`config.mk`:
```
export PLATFORM = sky130hd
export DESIGN_NAME = fir_coeff_load_ctrl
export DESIGN_NICKNAME = d
export VERILOG_FILES = /design/src/rtl/fir_coeff_load_ctrl.sv
export SDC_FILE = /design/constraint.sdc
export NUM_CORES = 1
export LEC_CHECK = 0
export BUFFER_PORTS_ARGS = -buffer_cell sky130_fd_sc_hd__clkbuf_2
export CAP_MARGIN = 10
export CORE_MARGIN = 5
export CORE_UTILIZATION = 54
export CTS_CLUSTER_DIAMETER = 50
export DETAILED_ROUTE_END_ITERATION = 6
export HOLD_SLACK_MARGIN = 0.06
export PLACE_DENSITY = 0.86
export SLEW_MARGIN = 20
export SYNTH_ARGS = -nofsm -noshare
export SYNTH_HDL_FRONTEND = slang
export SYNTH_SLANG_ARGS = --single-unit
```
`constraint.sdc`:
```
create_clock -name iClk_12M -period 5.43 [get_ports iClk_12M]
set_input_delay 0.543 -clock iClk_12M [delete_from_list [all_inputs] [get_ports iClk_12M]]
set_output_delay 0.543 -clock iClk_12M [all_outputs]
set_load 0.03 [all_outputs]
```
`src/rtl/fir_coeff_load_ctrl.sv`:
```
// Coefficient load sequencer for the transposed FIR: routes host writes into four
// coefficient SRAM banks, reads all taps back into the tap registers, then enables the MAC.
module fir_coeff_load_ctrl #(
    parameter int NUM_TAPS   = 33,
    parameter int BANK_DEPTH = 10,
    parameter int NUM_BANKS  = 4,
    parameter int DATA_W     = 16
) (
    input  logic                        iClk_12M,
    input  logic                        iRsn,
    input  logic                        iCoeffiUpdateFlag,
    input  logic                        iCsnRam,
    input  logic                        iWrnRam,
    input  logic [5:0]                  iAddrRam,
    input  logic [DATA_W-1:0]           iWrDtRam,
    input  logic [5:0]                  iNumOfCoeff,
    input  logic [NUM_BANKS*DATA_W-1:0] iRdDtRam,
    output logic [NUM_BANKS-1:0]        oCsnRam,
    output logic                        oWrnRam,
    output logic [3:0]                  oAddrRam,
    output logic [DATA_W-1:0]           oWrDtRam,
    output logic                        oCoeffLdEn,
    output logic [5:0]                  oCoeffLdIdx,
    output logic signed [DATA_W-1:0]    oCoeffLdDt,
    output logic [NUM_TAPS-1:0]         oTapEn,
    output logic                        oRun,
    output logic                        oBusy,
    output logic                        oCfgErr
);

    localparam int BANK_W = (NUM_BANKS > 1) ? $clog2(NUM_BANKS) : 1;

    typedef enum logic [2:0] {
        IDLE   = 3'd0,
        UPDATE = 3'd1,
        LOAD   = 3'd2,
        DRAIN  = 3'd3,
        RUN    = 3'd4
    } state_t;

    state_t      state;
    logic [5:0]  ld_cnt;
    logic [5:0]  cnt_lat;
    logic        load_pend;
    logic        host_wr;
    logic        host_idx_ok;
    logic [5:0]  next_cnt;

    function automatic logic [BANK_W-1:0] bank_of(input logic [5:0] idx);
        logic [BANK_W-1:0] b;
        b = '0;
        for (int i = 1; i < NUM_BANKS; i++) begin
            if (int'(idx) >= i * BANK_DEPTH) b = BANK_W'(i);
        end
        return b;
    endfunction

    function automatic logic [3:0] local_addr(input logic [5:0] idx);
        return 4'(int'(idx) - int'(bank_of(idx)) * BANK_DEPTH);
    endfunction

    function automatic logic [NUM_BANKS-1:0] bank_csn(input logic [5:0] idx);
        return ~(NUM_BANKS'(1) << bank_of(idx));
    endfunction

    function automatic logic [5:0] clamp_count(input logic [5:0] n);
        return (int'(n) > NUM_TAPS) ? 6'(NUM_TAPS) : n;
    endfunction

    function automatic logic [NUM_TAPS-1:0] tap_mask(input logic [5:0] cnt);
        logic [NUM_TAPS-1:0] m;
        m = '0;
        for (int i = 0; i < NUM_TAPS; i++) begin
            m[i] = (i < int'(cnt));
        end
        return m;
    endfunction

    function automatic logic signed [DATA_W-1:0] bank_word(
        input logic [NUM_BANKS*DATA_W-1:0] rd,
        input logic [BANK_W-1:0]           b
    );
        return rd[int'(b)*DATA_W +: DATA_W];
    endfunction

    assign host_wr     = !iCsnRam && !iWrnRam;
    assign host_idx_ok = int'(iAddrRam) < NUM_TAPS;
    assign next_cnt    = ld_cnt + 6'd1;

    always_ff @(posedge iClk_12M) begin
        if (iRsn) begin
            state       <= IDLE;
            ld_cnt      <= '0;
            cnt_lat     <= '0;
            load_pend   <= 1'b0;
            oCsnRam     <= '1;
            oWrnRam     <= 1'b1;
            oAddrRam    <= '0;
            oWrDtRam    <= '0;
            oCoeffLdEn  <= 1'b0;
            oCoeffLdIdx <= '0;
            oCoeffLdDt  <= '0;
            oTapEn      <= '0;
            oRun        <= 1'b0;
            oBusy       <= 1'b0;
            oCfgErr     <= 1'b0;
        end else begin
            // Strobe and bank access are single-cycle unless re-asserted below.
            oCoeffLdEn <= 1'b0;
            oCsnRam    <= '1;
            oWrnRam    <= 1'b1;

            case (state)
                IDLE: begin
                    oRun <= 1'b0;
                    if (iCoeffiUpdateFlag) begin
                        state     <= UPDATE;
                        oBusy     <= 1'b1;
                        oCfgErr   <= 1'b0;
                        load_pend <= 1'b0;
                    end
                end

                UPDATE: begin
                    if (load_pend) begin
                        // Write that coincided with the flag fall has gone out; start reading now.
                        load_pend <= 1'b0;
                        if (!iCoeffiUpdateFlag) begin
                            state    <= LOAD;
                            ld_cnt   <= '0;
                            oCsnRam  <= bank_csn(6'd0);
                            oAddrRam <= '0;
                        end
                    end else begin
                        if (host_wr && host_idx_ok) begin
                            oCsnRam  <= bank_csn(iAddrRam);
                            oWrnRam  <= 1'b0;
                            oAddrRam <= local_addr(iAddrRam);
                            oWrDtRam <= iWrDtRam;
                        end else if (host_wr) begin
                            oCfgErr <= 1'b1;
                        end

                        if (!iCoeffiUpdateFlag) begin
                            cnt_lat <= clamp_count(iNumOfCoeff);
                            if (host_wr && host_idx_ok) begin
                                load_pend <= 1'b1;
                            end else begin
                                state    <= LOAD;
                                ld_cnt   <= '0;
                                oCsnRam  <= bank_csn(6'd0);
                                oAddrRam <= '0;
                            end
                        end
                    end
                end

                LOAD: begin
                    if (iCoeffiUpdateFlag) begin
                        state     <= UPDATE;
                        oBusy     <= 1'b1;
                        oCfgErr   <= 1'b0;
                        oRun      <= 1'b0;
                        load_pend <= 1'b0;
                    end else begin
                        // Read data for ld_cnt is valid now; capture it as this tap's strobe.
                        oCoeffLdEn  <= 1'b1;
                        oCoeffLdIdx <= ld_cnt;
                        oCoeffLdDt  <= bank_word(iRdDtRam, bank_of(ld_cnt));
                        if (ld_cnt == 6'(NUM_TAPS - 1)) begin
                            state <= DRAIN;
                        end else begin
                            ld_cnt   <= next_cnt;
                            oCsnRam  <= bank_csn(next_cnt);
                            oAddrRam <= local_addr(next_cnt);
                        end
                    end
                end

                DRAIN: begin
                    if (iCoeffiUpdateFlag) begin
                        state     <= UPDATE;
                        oBusy     <= 1'b1;
                        oCfgErr   <= 1'b0;
                        oRun      <= 1'b0;
                        load_pend <= 1'b0;
                    end else begin
                        state  <= RUN;
                        oRun   <= 1'b1;
                        oBusy  <= 1'b0;
                        oTapEn <= tap_mask(cnt_lat);
                    end
                end

                RUN: begin
                    if (iCoeffiUpdateFlag) begin
                        state     <= UPDATE;
                        oBusy     <= 1'b1;
                        oCfgErr   <= 1'b0;
                        oRun      <= 1'b0;
                        load_pend <= 1'b0;
                    end
                end

                default: begin
                    state <= IDLE;
                    oRun  <= 1'b0;
                    oBusy <= 1'b0;
                end
            endcase
        end
    end

endmodule

```
Word-level counts from Yosys, hierarchy flattened
Cells that the tools add are included.

cells by class
  $add $sub $neg = 3
  multipliers = 2
  $lt $le $gt $ge = 44
  equality and inequality tests = 18
  shift operators = 3
  mux-type cells = 68
  bitwise operators = 6
  reductions and logical operators = 24

operator list
  kind                                                                                  count
  5-bit by 6-bit < comparator with 1-bit output (first input constant)                  16
  64-bit by 7-bit indexed part select with 16-bit output                                1
  4-bit 2-to-1 mux                                                                      13
  4-bit by 6-bit < comparator with 1-bit output (first input constant)                  8
  6-bit 2-to-1 mux                                                                      7
  6-bit by 5-bit greater-or-equal comparator with 1-bit output (second input constant)  6
  2-bit 2-to-1 mux                                                                      17
  3-bit by 6-bit < comparator with 1-bit output (first input constant)                  4
  3-bit 2-to-1 mux                                                                      8
  6-bit by 4-bit greater-or-equal comparator with 1-bit output (second input constant)  3
  4-bit case mux with 2 select lines                                                    2
  1-bit 2-to-1 mux                                                                      15
  1-bit by 6-bit < comparator with 1-bit output (first input constant)                  2
  2-bit by 6-bit < comparator with 1-bit output (first input constant)                  2
  2-bit inequality test (second input constant)                                         6
  3-bit case mux with 4 select lines                                                    1
  6-bit case mux with 2 select lines                                                    1
  2-bit AND reduction                                                                   5
  5-bit AND reduction                                                                   2
  3-bit inequality test (second input constant)                                         3
  2-bit by 1-bit inequality test with 1-bit output (second input constant)              4
  4-bit inverter                                                                        2
  4-bit AND reduction                                                                   2
  1-bit by 2-bit left shift with 4-bit output (first input constant)                    2
  other kinds (21)                                                                      36

storage, ports and cells
  register bits = 100
  input port bits = 97

Depth between registers and ports, before layout
Gate-level depths: netlist of run 1.

  depth after elaboration = 15
  mapped depth = 12
  depth with buffers taken out = 11

Least setup slack after synthesis of run 1
Ideal clock, no wire load.

  kind = register to register
  start = register ld_cnt[0]
  end = register oAddrRam[3]
  library setup time = 79 ps
  data arrival time = 2572 ps
  required time = 5351 ps
  setup slack = 2779 ps
  cell stages (with the launch flop) = 12
  buffers on the path = 0
  period minus slack after synthesis = 2651 ps
  cell sequence = dfxtp_1 > ha_1 > xor2_1 > nor3_1 > o21a_1 > o21ai_0 > ha_1 > inv_1 > ha_1 > a31o_1 > or4b_1 > o211ai_1

between the ends
  cells in the longest elaborated chain, start to end = 14
  elaborated cells between the ends (all ways) = 19

RTL lines
  element                                                       RTL line  source
  start: declaration                                            42        logic [5:0] ld_cnt;
  start signal: assignment                                      173       ld_cnt <= next_cnt;
  6-bit by 1-bit adder with 6-bit output                        88        assign next_cnt = ld_cnt + 6'd1;
  6-bit by 4-bit greater-or-equal comparator with 1-bit output  53        if (int'(idx) >= i * BANK_DEPTH) b = BANK_W'(i);
  1-bit 2-to-1 mux                                              53
  2-bit 2-to-1 mux (2 in a row)                                 53
  2-bit 2-to-1 mux                                              170       if (ld_cnt == 6'(NUM_TAPS - 1)) begin
  2-bit 2-to-1 mux                                              159       if (iCoeffiUpdateFlag) begin
  2-bit 2-to-1 mux                                              113       case (state)
  2-bit 2-to-1 mux                                              91        if (iRsn) begin
  2-bit by 3-bit multiplier with 3-bit output                   59        return 4'(int'(idx) - int'(bank_of(idx)) * BANK_DEPTH);
  4-bit subtractor                                              59
  4-bit 2-to-1 mux                                              170
  4-bit 2-to-1 mux                                              159
  4-bit case mux with 2 select lines                            113
  end signal: assignment                                        138       oAddrRam <= local_addr(iAddrRam);
  end signal: assignment                                        175       oAddrRam <= local_addr(next_cnt);
  end: declaration                                              20        output logic [3:0] oAddrRam,

Parallel ways exist; a longest one is shown, timed or not. The select of a mux whose other input is x is not followed.
A chain may end at the register's enable or synchronous reset.

Final worst setup path of run 1
  start = register ld_cnt[1]
  end = register oAddrRam[3]

The elaborated chain is that of the path after synthesis.

==> flow_metrics.env, run 1 <==
export IMPL_run_status="completed"
export IMPL_antenna_found_initial=0
export IMPL_path_cells="ha_1 > xor2_1 > nor3_1 > o21a_1 > o21ai_0 > ha_1 > inv_1 > ha_1 > a31o_1 > or4b_1 > o211ai_1"
export IMPL_clockRootBuffer="clkbuf_8"
export IMPL_start_kind="flop"
export IMPL_dieWidth_um=105.9
export IMPL_tightest_slew_ns=1.011
export IMPL_die_area_um2=11220
export IMPL_total_power_mw=1.426
export IMPL_p_per_area_nw_per_um2=236.4
export IMPL_io_pins=181
export IMPL_dr_pass1_iters=5
export IMPL_totalNegativeSetupSlack_ns=0
export IMPL_critPathBufInv=1
export IMPL_yosysUniqueCellTypes=63
export IMPL_n_antenna_cell=0
export IMPL_synth_area_leader_cell="dfxtp_1"
export IMPL_cp_end_kind="flop"
export IMPL_cp_top_family="compound AO/OA/AOI/OAI gates"
export IMPL_ff_latch_area_um2=2002
export IMPL_synth_area_leaders="dfxtp_1 (40%), a21oi_1 (7.0%), nor2_1 (6.3%)"
export IMPL_hpwl_mm=9.961
export IMPL_report_final_slew_viol_count=0
export IMPL_cp_required_ns=5.70
export IMPL_dp_slack_ns=2.322
export IMPL_via_per_inst=5.677
export IMPL_grt_setup_unrepaired="false"
export IMPL_ys_async_sr_fraction_pct=0
export IMPL_cts_resized=0
export IMPL_hold_path_class="input port to flop"
export IMPL_fin_crit_sh_pct=55.72
export IMPL_areaGrowthSynthToFinish_pct=21.39
export IMPL_leakagePower_nw=2.627
export IMPL_max_slew_margin_pct=32.59
export IMPL_cp_slowest_cell="dfxtp_1"
export IMPL_cpMostUsedCell="ha_1"
export IMPL_start_util_pct=54.53
export IMPL_multi_input_area_um2=2705
export IMPL_yosys_warnings=0
export IMPL_clk_latency_ns=0.36
export IMPL_syn_nets=727
export IMPL_grt_pass1_vias=4894
export IMPL_syn_area_um2=4967
export IMPL_htree_levels=3
export IMPL_vias=5007
export IMPL_slowest_delay_ns=0.52
export IMPL_die_h_um=105.9
export IMPL_setup_viol_count_final=0
export IMPL_gp_congestion=0.8689
export IMPL_max_freq_mhz=330.5
export IMPL_syn_inst=622
export IMPL_synth_seq_cells=100
export IMPL_coreArea_um2=9109
export IMPL_grt_pass1_wl_mm=22.24
export IMPL_path_clk_slew_ns=0.10
export IMPL_routed_wl_mm=13.54
export IMPL_grt_overflow_total=0
export IMPL_grt_max_degree=102
export IMPL_syn_avg_cell_area_um2=7.986
export IMPL_cts_sinks=100
export IMPL_postCtsHoldBufs=0
export IMPL_fill_cells=769
export IMPL_synth_edff_count=0
export IMPL_cts_tree="yes"
export IMPL_period_needed_ns=3.026
export IMPL_cp_max_fo=10
export IMPL_wl_per_cell_um=15.35
export IMPL_ys_seq_area_share_pct=40.30
export IMPL_final_layout_size_suffix_gt1_share_pct=28.27
export IMPL_track_usage_pct=23.62
export IMPL_max_vdd_ir_drop_mv=0.1282
export IMPL_fin_ws_ns=2.404
export IMPL_critPathArrivalTime_ns=3.30
export IMPL_netlist_area_leader_share_pct=40.30
export IMPL_ant_nets=0
export IMPL_post_cts_buffers=0
export IMPL_drc_errors=0
export IMPL_ys_flop_type="dfxtp_1"
export IMPL_maxCapViolations=0
export IMPL_skew_ns=0.01401
export IMPL_io_buffers=180
export IMPL_drtIter0Drc=306
export IMPL_critical_path_class="flop to flop"
export IMPL_rows=35
export IMPL_nets=871
export IMPL_hold_viol=0
export IMPL_cts_max_path_buffers=2
export IMPL_cts_buffers=9
worst register-to-register path, delay by kind of cell (launching register included):
kind                     cells  cell delay, ns
AO/OA/AOI/OAI                4            0.75
XOR/XNOR                     1            0.34
adder cells (fa/ha/maj)      3            0.72
buffers and inverters        1            0.04
flip-flops                   1            0.52
AND/OR/NAND/NOR              2            0.57
final timing paths:
| kind | cells past startpoint | slack, ns | start | to |
|---|---|---|---|---|
| hold / removal | 3 | 0.40 | iWrDtRam[10] | oWrDtRam[10]$_SDFFE_PP0P_ |
| hold reg to reg | 2 | 0.46 | oWrDtRam[7]$_SDFFE_PP0P_ | oWrDtRam[7]$_SDFFE_PP0P_ |
| setup / recovery | 11 | 2.40 | ld_cnt[1]$_SDFFE_PP0P_ | oAddrRam[3]$_SDFFE_PP0P_ |
| setup reg to reg | 11 | 2.40 | ld_cnt[1]$_SDFFE_PP0P_ | oAddrRam[3]$_SDFFE_PP0P_ |
logic make-up after synthesis:
logic type / count (synthesis) / synth area share, %
AND/OR/NAND/NOR: 258 / 24.16
AO/OA/AOI/OAI: 171 / 23.20
flip-flops: 100 / 40.30
buffers and inverters: 60 / 5.315
multiplexers: 17 / 3.426
adder cells (fa/ha/maj): 9 / 2.368
XOR/XNOR: 7 / 1.234
cell usage in the layout, fill, tap and decap left out, drive strengths merged, types with 2 or more instances in the layout:
cell type and count:
clkbuf 189, nor2 83, or2 4, nand3b 3, nand3 14, a211oi 38, a21o 3, o21a 4
nor4 3, xnor2 4, a41oi 3, a2111oi 2, a221oi 5, o21ai 17, buf 4, xor2 3
or4 2, or3 5, o21bai 2, nor2b 2, dfxtp 100, clkinv 2, o211ai 7, nor3 34
and2 2, mux2i 17, a21oi 70, a31oi 3, o22ai 2, nor3b 6, a22oi 7, nand2b 9
inv 12, ha 7, and3 7, nand2 79
synth_stat cells, types with 5 or more instances:
master,n
and3_1,7
mux2i_1,17
nand2b_1,9
nand2_1,79
a21oi_1,69
o211ai_1,7
buf_2,8
a221oi_1,5
a211oi_2,10
inv_1,10
clkbuf_1,37
o21ai_0,16
nand3_1,14
nor2_1,83
ha_1,7
nor3b_1,5
a211oi_1,28
dfxtp_1,100
a22oi_1,7
nor3_1,32
registers in the layout, indices dropped and copies added (netlist names):
name	count
oCoeffLdEn	1
oBusy	1
oRun	1
oCoeffLdIdx	6
oCsnRam	4
state	3
oTapEn	33
cnt_lat	6
oWrDtRam	16
oAddrRam	4
oCoeffLdDt	16
oWrnRam	1
oCfgErr	1
ld_cnt	6
load_pend	1
area by class of cell:
class / count / area share, %
Multi-Input combinational cell: 462 / 44.86
Sequential cell: 100 / 33.20
Timing Repair Buffer: 183 / 15.36
Inverter: 10 / 0.6225
Tap cell: 111 / 2.303
Clock inverter: 6 / 1.370
Clock buffer: 10 / 2.283
where the power goes:
| group | internal [mW] | switching (mW) |
|---|---|---|
| Sequential | 0.746 | 0.0137 |
| Clock | 0.235 | 0.268 |
| Combinational | 0.0652 | 0.0976 |
metal layers:
| metal | vias to the layer above | routed length, µm | GRT usage, % |
|---|---|---|---|
| li1 | 2490 | - | - |
| met1 | 2301 | 5579 | 27.94 |
| met2 | 196 | 6560 | 41.26 |
| met3 | 20 | 1174 | 6.800 |
| met4 | 0 | 226 | 7.586 |
| met5 | - | 0 | 0 |
per-stage QoR:
step                hold slack, ns  instances  cell area, µm²  utilization [%]
finish                      0.3950        882            6030            66.20
global route                0.3747        882            6030            66.20
CTS                         0.3818        882            6030            66.20
detailed placement          0.4458        866            5809            63.78
global placement            0.4418        866            5809            63.78
floorplan                   0.4606        622            4967                -
No activity file was read; power rests on OpenSTA's default activity.
==> inputs of run 2 (changes only) <==
--- a/config.mk
+++ b/config.mk
@@ -5,14 +5,15 @@
 export SDC_FILE = /design/constraint.sdc
 export NUM_CORES = 1
 export LEC_CHECK = 0
+export ABC_AREA = 1
 export BUFFER_PORTS_ARGS = -buffer_cell sky130_fd_sc_hd__clkbuf_2
 export CAP_MARGIN = 10
 export CORE_MARGIN = 5
-export CORE_UTILIZATION = 54
+export CORE_UTILIZATION = 45
 export CTS_CLUSTER_DIAMETER = 50
 export DETAILED_ROUTE_END_ITERATION = 6
 export HOLD_SLACK_MARGIN = 0.06
-export PLACE_DENSITY = 0.86
+export PLACE_DENSITY = 0.77
 export SLEW_MARGIN = 20
 export SYNTH_ARGS = -nofsm -noshare
 export SYNTH_HDL_FRONTEND = slang
==> constraint.sdc (replaced) <==
create_clock -name iClk_12M -period 2.77 [get_ports iClk_12M]
set_input_delay 0.277 -clock iClk_12M [delete_from_list [all_inputs] [get_ports iClk_12M]]
set_output_delay 0.277 -clock iClk_12M [all_outputs]
set_load 0.03 [all_outputs]
==> flow_metrics.env, run 2 <==
export IMPL_run_status="completed"
export IMPL_hold_viol=0
export IMPL_dr_pass1_iters=5
export IMPL_p_per_area_nw_per_um2=529.1
export IMPL_stdcell_count=1006
export IMPL_clockRootBuffer="clkbuf_8"
export IMPL_totalNegativeSetupSlack_ns=0
export IMPL_ys_seq_area_share_pct=40.75
export IMPL_maxCapViolations=0
export IMPL_hpwl_mm=10.61
export IMPL_final_common_cell="clkbuf_2"
export IMPL_max_slew_margin_pct=40.99
export IMPL_hp_start="iWrDtRam[8]"
export IMPL_dieWidth_um=114.5
export IMPL_dr_max_layer_used="met4"
export IMPL_coreArea_um2=10790
export IMPL_largest_register_ffs=33
export IMPL_ys_async_sr_fraction_pct=0
export IMPL_n_antenna_cell=0
export IMPL_met1_length_mm=6.184
export IMPL_fin_crit_sh_pct=82.64
export IMPL_track_usage_pct=21.28
export IMPL_netlist_area_leader_share_pct=40.75
export IMPL_htree_levels=3
export IMPL_period_needed_ns=2.289
export IMPL_yosys_warnings=0
export IMPL_io_buffers=180
export IMPL_wl_per_cell_um=13.80
export IMPL_skew_ns=0.01362
export IMPL_critPathArrivalTime_ns=2.59
export IMPL_ant_nets=0
export IMPL_critPathBufInv=4
export IMPL_syn_inst=697
export IMPL_top_regs="oTapEn (33), oCoeffLdDt (16), oWrDtRam (16)"
export IMPL_leakagePower_nw=2.691
export IMPL_path_clk_slew_ns=0.11
export IMPL_syn_avg_cell_area_um2=7.048
export IMPL_finish_utilization_pct=56.25
export IMPL_setup_viol_count_final=0
export IMPL_gp_congestion=0.9060
export IMPL_drc_errors=0
export IMPL_top_register="oTapEn"
export IMPL_total_power_mw=3.212
export IMPL_grt_overflow_total=0
export IMPL_postCtsHoldBufs=0
export IMPL_synth_seq_cells=100
export IMPL_grt_setup_unrepaired="false"
export IMPL_fin_ws_ns=0.4808
export IMPL_post_cts_buffers=0
export IMPL_areaGrowthSynthToFinish_pct=23.59
export IMPL_met3_length_mm=1.133
export IMPL_start_util_pct=45.51
export IMPL_grt_max_degree=68
export IMPL_cp_startpoint="ld_cnt[0]$_SDFFE_PP0P_"
export IMPL_grt_pass1_vias=4947
export IMPL_synth_common_cells="nand2_1 (151), dfxtp_1 (100), nor2_1 (92), a21oi_1 (76), o21ai_0 (67)"
export IMPL_final_layout_size_suffix_gt1_share_pct=28.75
export IMPL_yosysMostFrequentCell="nand2_1"
export IMPL_drtIter0Drc=268
export IMPL_clk_latency_ns=0.37
export IMPL_wl_met2_mm=6.355
export IMPL_cts_resized=0
export IMPL_syn_area_um2=4912
export IMPL_dp_cells=990
export IMPL_r2r_start="ld_cnt[0]$_SDFFE_PP0P_"
export IMPL_cp_top_family="simple AND/OR/NAND/NOR gates"
export IMPL_final_cell_mix="clkbuf_2 (180), nand2_1 (151), dfxtp_1 (100)"
export IMPL_hold_path_class="input port to flop"
export IMPL_cpMostUsedCell="nand2_1"
export IMPL_rows=38
export IMPL_die_h_um=114.5
export IMPL_syn_nets=802
export IMPL_synth_area_leader_cell="dfxtp_1"
export IMPL_start_kind="flop"
export IMPL_cts_sinks=100
export IMPL_cts_tree="yes"
export IMPL_ys_flop_type="dfxtp_1"
export IMPL_tightest_slew_ns=0.8842
export IMPL_grt_pass1_wl_mm=22.95
export IMPL_critical_path_class="flop to flop"
export IMPL_cts_buffers=9
export IMPL_cp_slowest_cell="dfxtp_1"
export IMPL_report_final_slew_viol_count=0
export IMPL_synth_edff_count=0
export IMPL_vias=5182
export IMPL_cts_max_path_buffers=2
export IMPL_synth_area_leaders="dfxtp_1 (41%), nand2_1 (12%), a21oi_1 (7.7%)"
export IMPL_slowest_delay_ns=0.51
export IMPL_nets=966
export IMPL_io_pins=181
export IMPL_max_vdd_ir_drop_mv=0.3132
export IMPL_cp_max_fo=9
export IMPL_routed_wl_mm=13.88
export IMPL_via_per_inst=5.151
export IMPL_dp_slack_ns=0.2611
export IMPL_antenna_found_initial=0
export IMPL_max_freq_mhz=436.8
export IMPL_cp_end_kind="flop"
export IMPL_cp_required_ns=3.07
export IMPL_die_area_um2=13110
export IMPL_yosysUniqueCellTypes=43
export IMPL_path_cells="inv_1 > ha_1 > nor2_1 > nand2_1 > nand2_1 > nand2_1 > nand2_1 > nand2_2 > ha_1 > inv_1 > ha_1 > inv_1 > nand2_1 > inv_1 > nand3_1 > nand3_1 > a21oi_1"
==> run 2: cell count changes after synthesis, sizes merged, moves of 13 or more <==
cell / delta
nor2: +20
inv: +45
nand3: +13
a211oi: -36
nor3: -27
clkbuf: -20
mux2i: -17
o21ai: +63
o22ai: +14
nand2: +81
==> run 2: path summary, 6_finish.rpt <==
| kind | endpoint | slack (ns) | cells past startpoint |
|---|---|---|---|
| worst max-delay path | oAddrRam[3]$_SDFFE_PP0P_ | 0.48 | 17 |
| worst min-delay path | oWrDtRam[8]$_SDFFE_PP0P_ | 0.12 | 3 |
| worst max register to register | oAddrRam[3]$_SDFFE_PP0P_ | 0.48 | 17 |
| worst min register to register | oWrDtRam[1]$_SDFFE_PP0P_ | 0.47 | 2 |
==> run 2: cell type report <==
type	count	area (µm²)
clock buffer	9	123.9
inverter	56	210.2
timing repair buffer	185	938.4
fill	1069	4722
clock inverter	7	71.32
sequential	100	2002
multi-input combinational	509	2550
tap	140	175.2
==> run 2: cells by family after synthesis <==
logic type      synth area share (%)
xor+xnor                      0.3567
simple gates                   28.02
buf+inv                        7.335
compound gates                 21.34
fa+ha+maj                      2.190
flops                          40.75
==> run 2: metal layers <==
metal / track usage, % / vias to the layer above
met1: 27.88 / 2349
li1: - / 2636
met4: 6.097 / 0
met5: 0 / -
met2: 33.92 / 181
met3: 6.395 / 16
==> run 2: per-stage QoR <==
stage / hold slack, ns / area (µm²)
after global routing: 0.1015 / 6071
after global placement: 0.4527 / 5876
after detailed placement: 0.4572 / 5876
after CTS: 0.1022 / 6071
after floorplan: 0.4196 / 4912
final: 0.1240 / 6071
==> run 2: report_power, final <==
group | switching, mW | leakage [nW] | internal [mW] | total (mW)
sequential | 0.0608 | 0.810 | 1.52 | 1.58
clock | 0.562 | 0.0926 | 0.352 | 0.913
combinational | 0.486 | 1.79 | 0.232 | 0.718
==> run 2: worst reg2reg max path: stages, from the launching register on <==
cell	delay [ns]
dfxtp_1	0.51
inv_1	0.13
ha_1	0.36
nor2_1	0.12
nand2_1	0.06
nand2_1	0.06
nand2_1	0.05
nand2_1	0.10
nand2_2	0.11
ha_1	0.19
inv_1	0.05
ha_1	0.12
inv_1	0.03
nand2_1	0.07
inv_1	0.04
nand3_1	0.05
nand3_1	0.07
a21oi_1	0.12
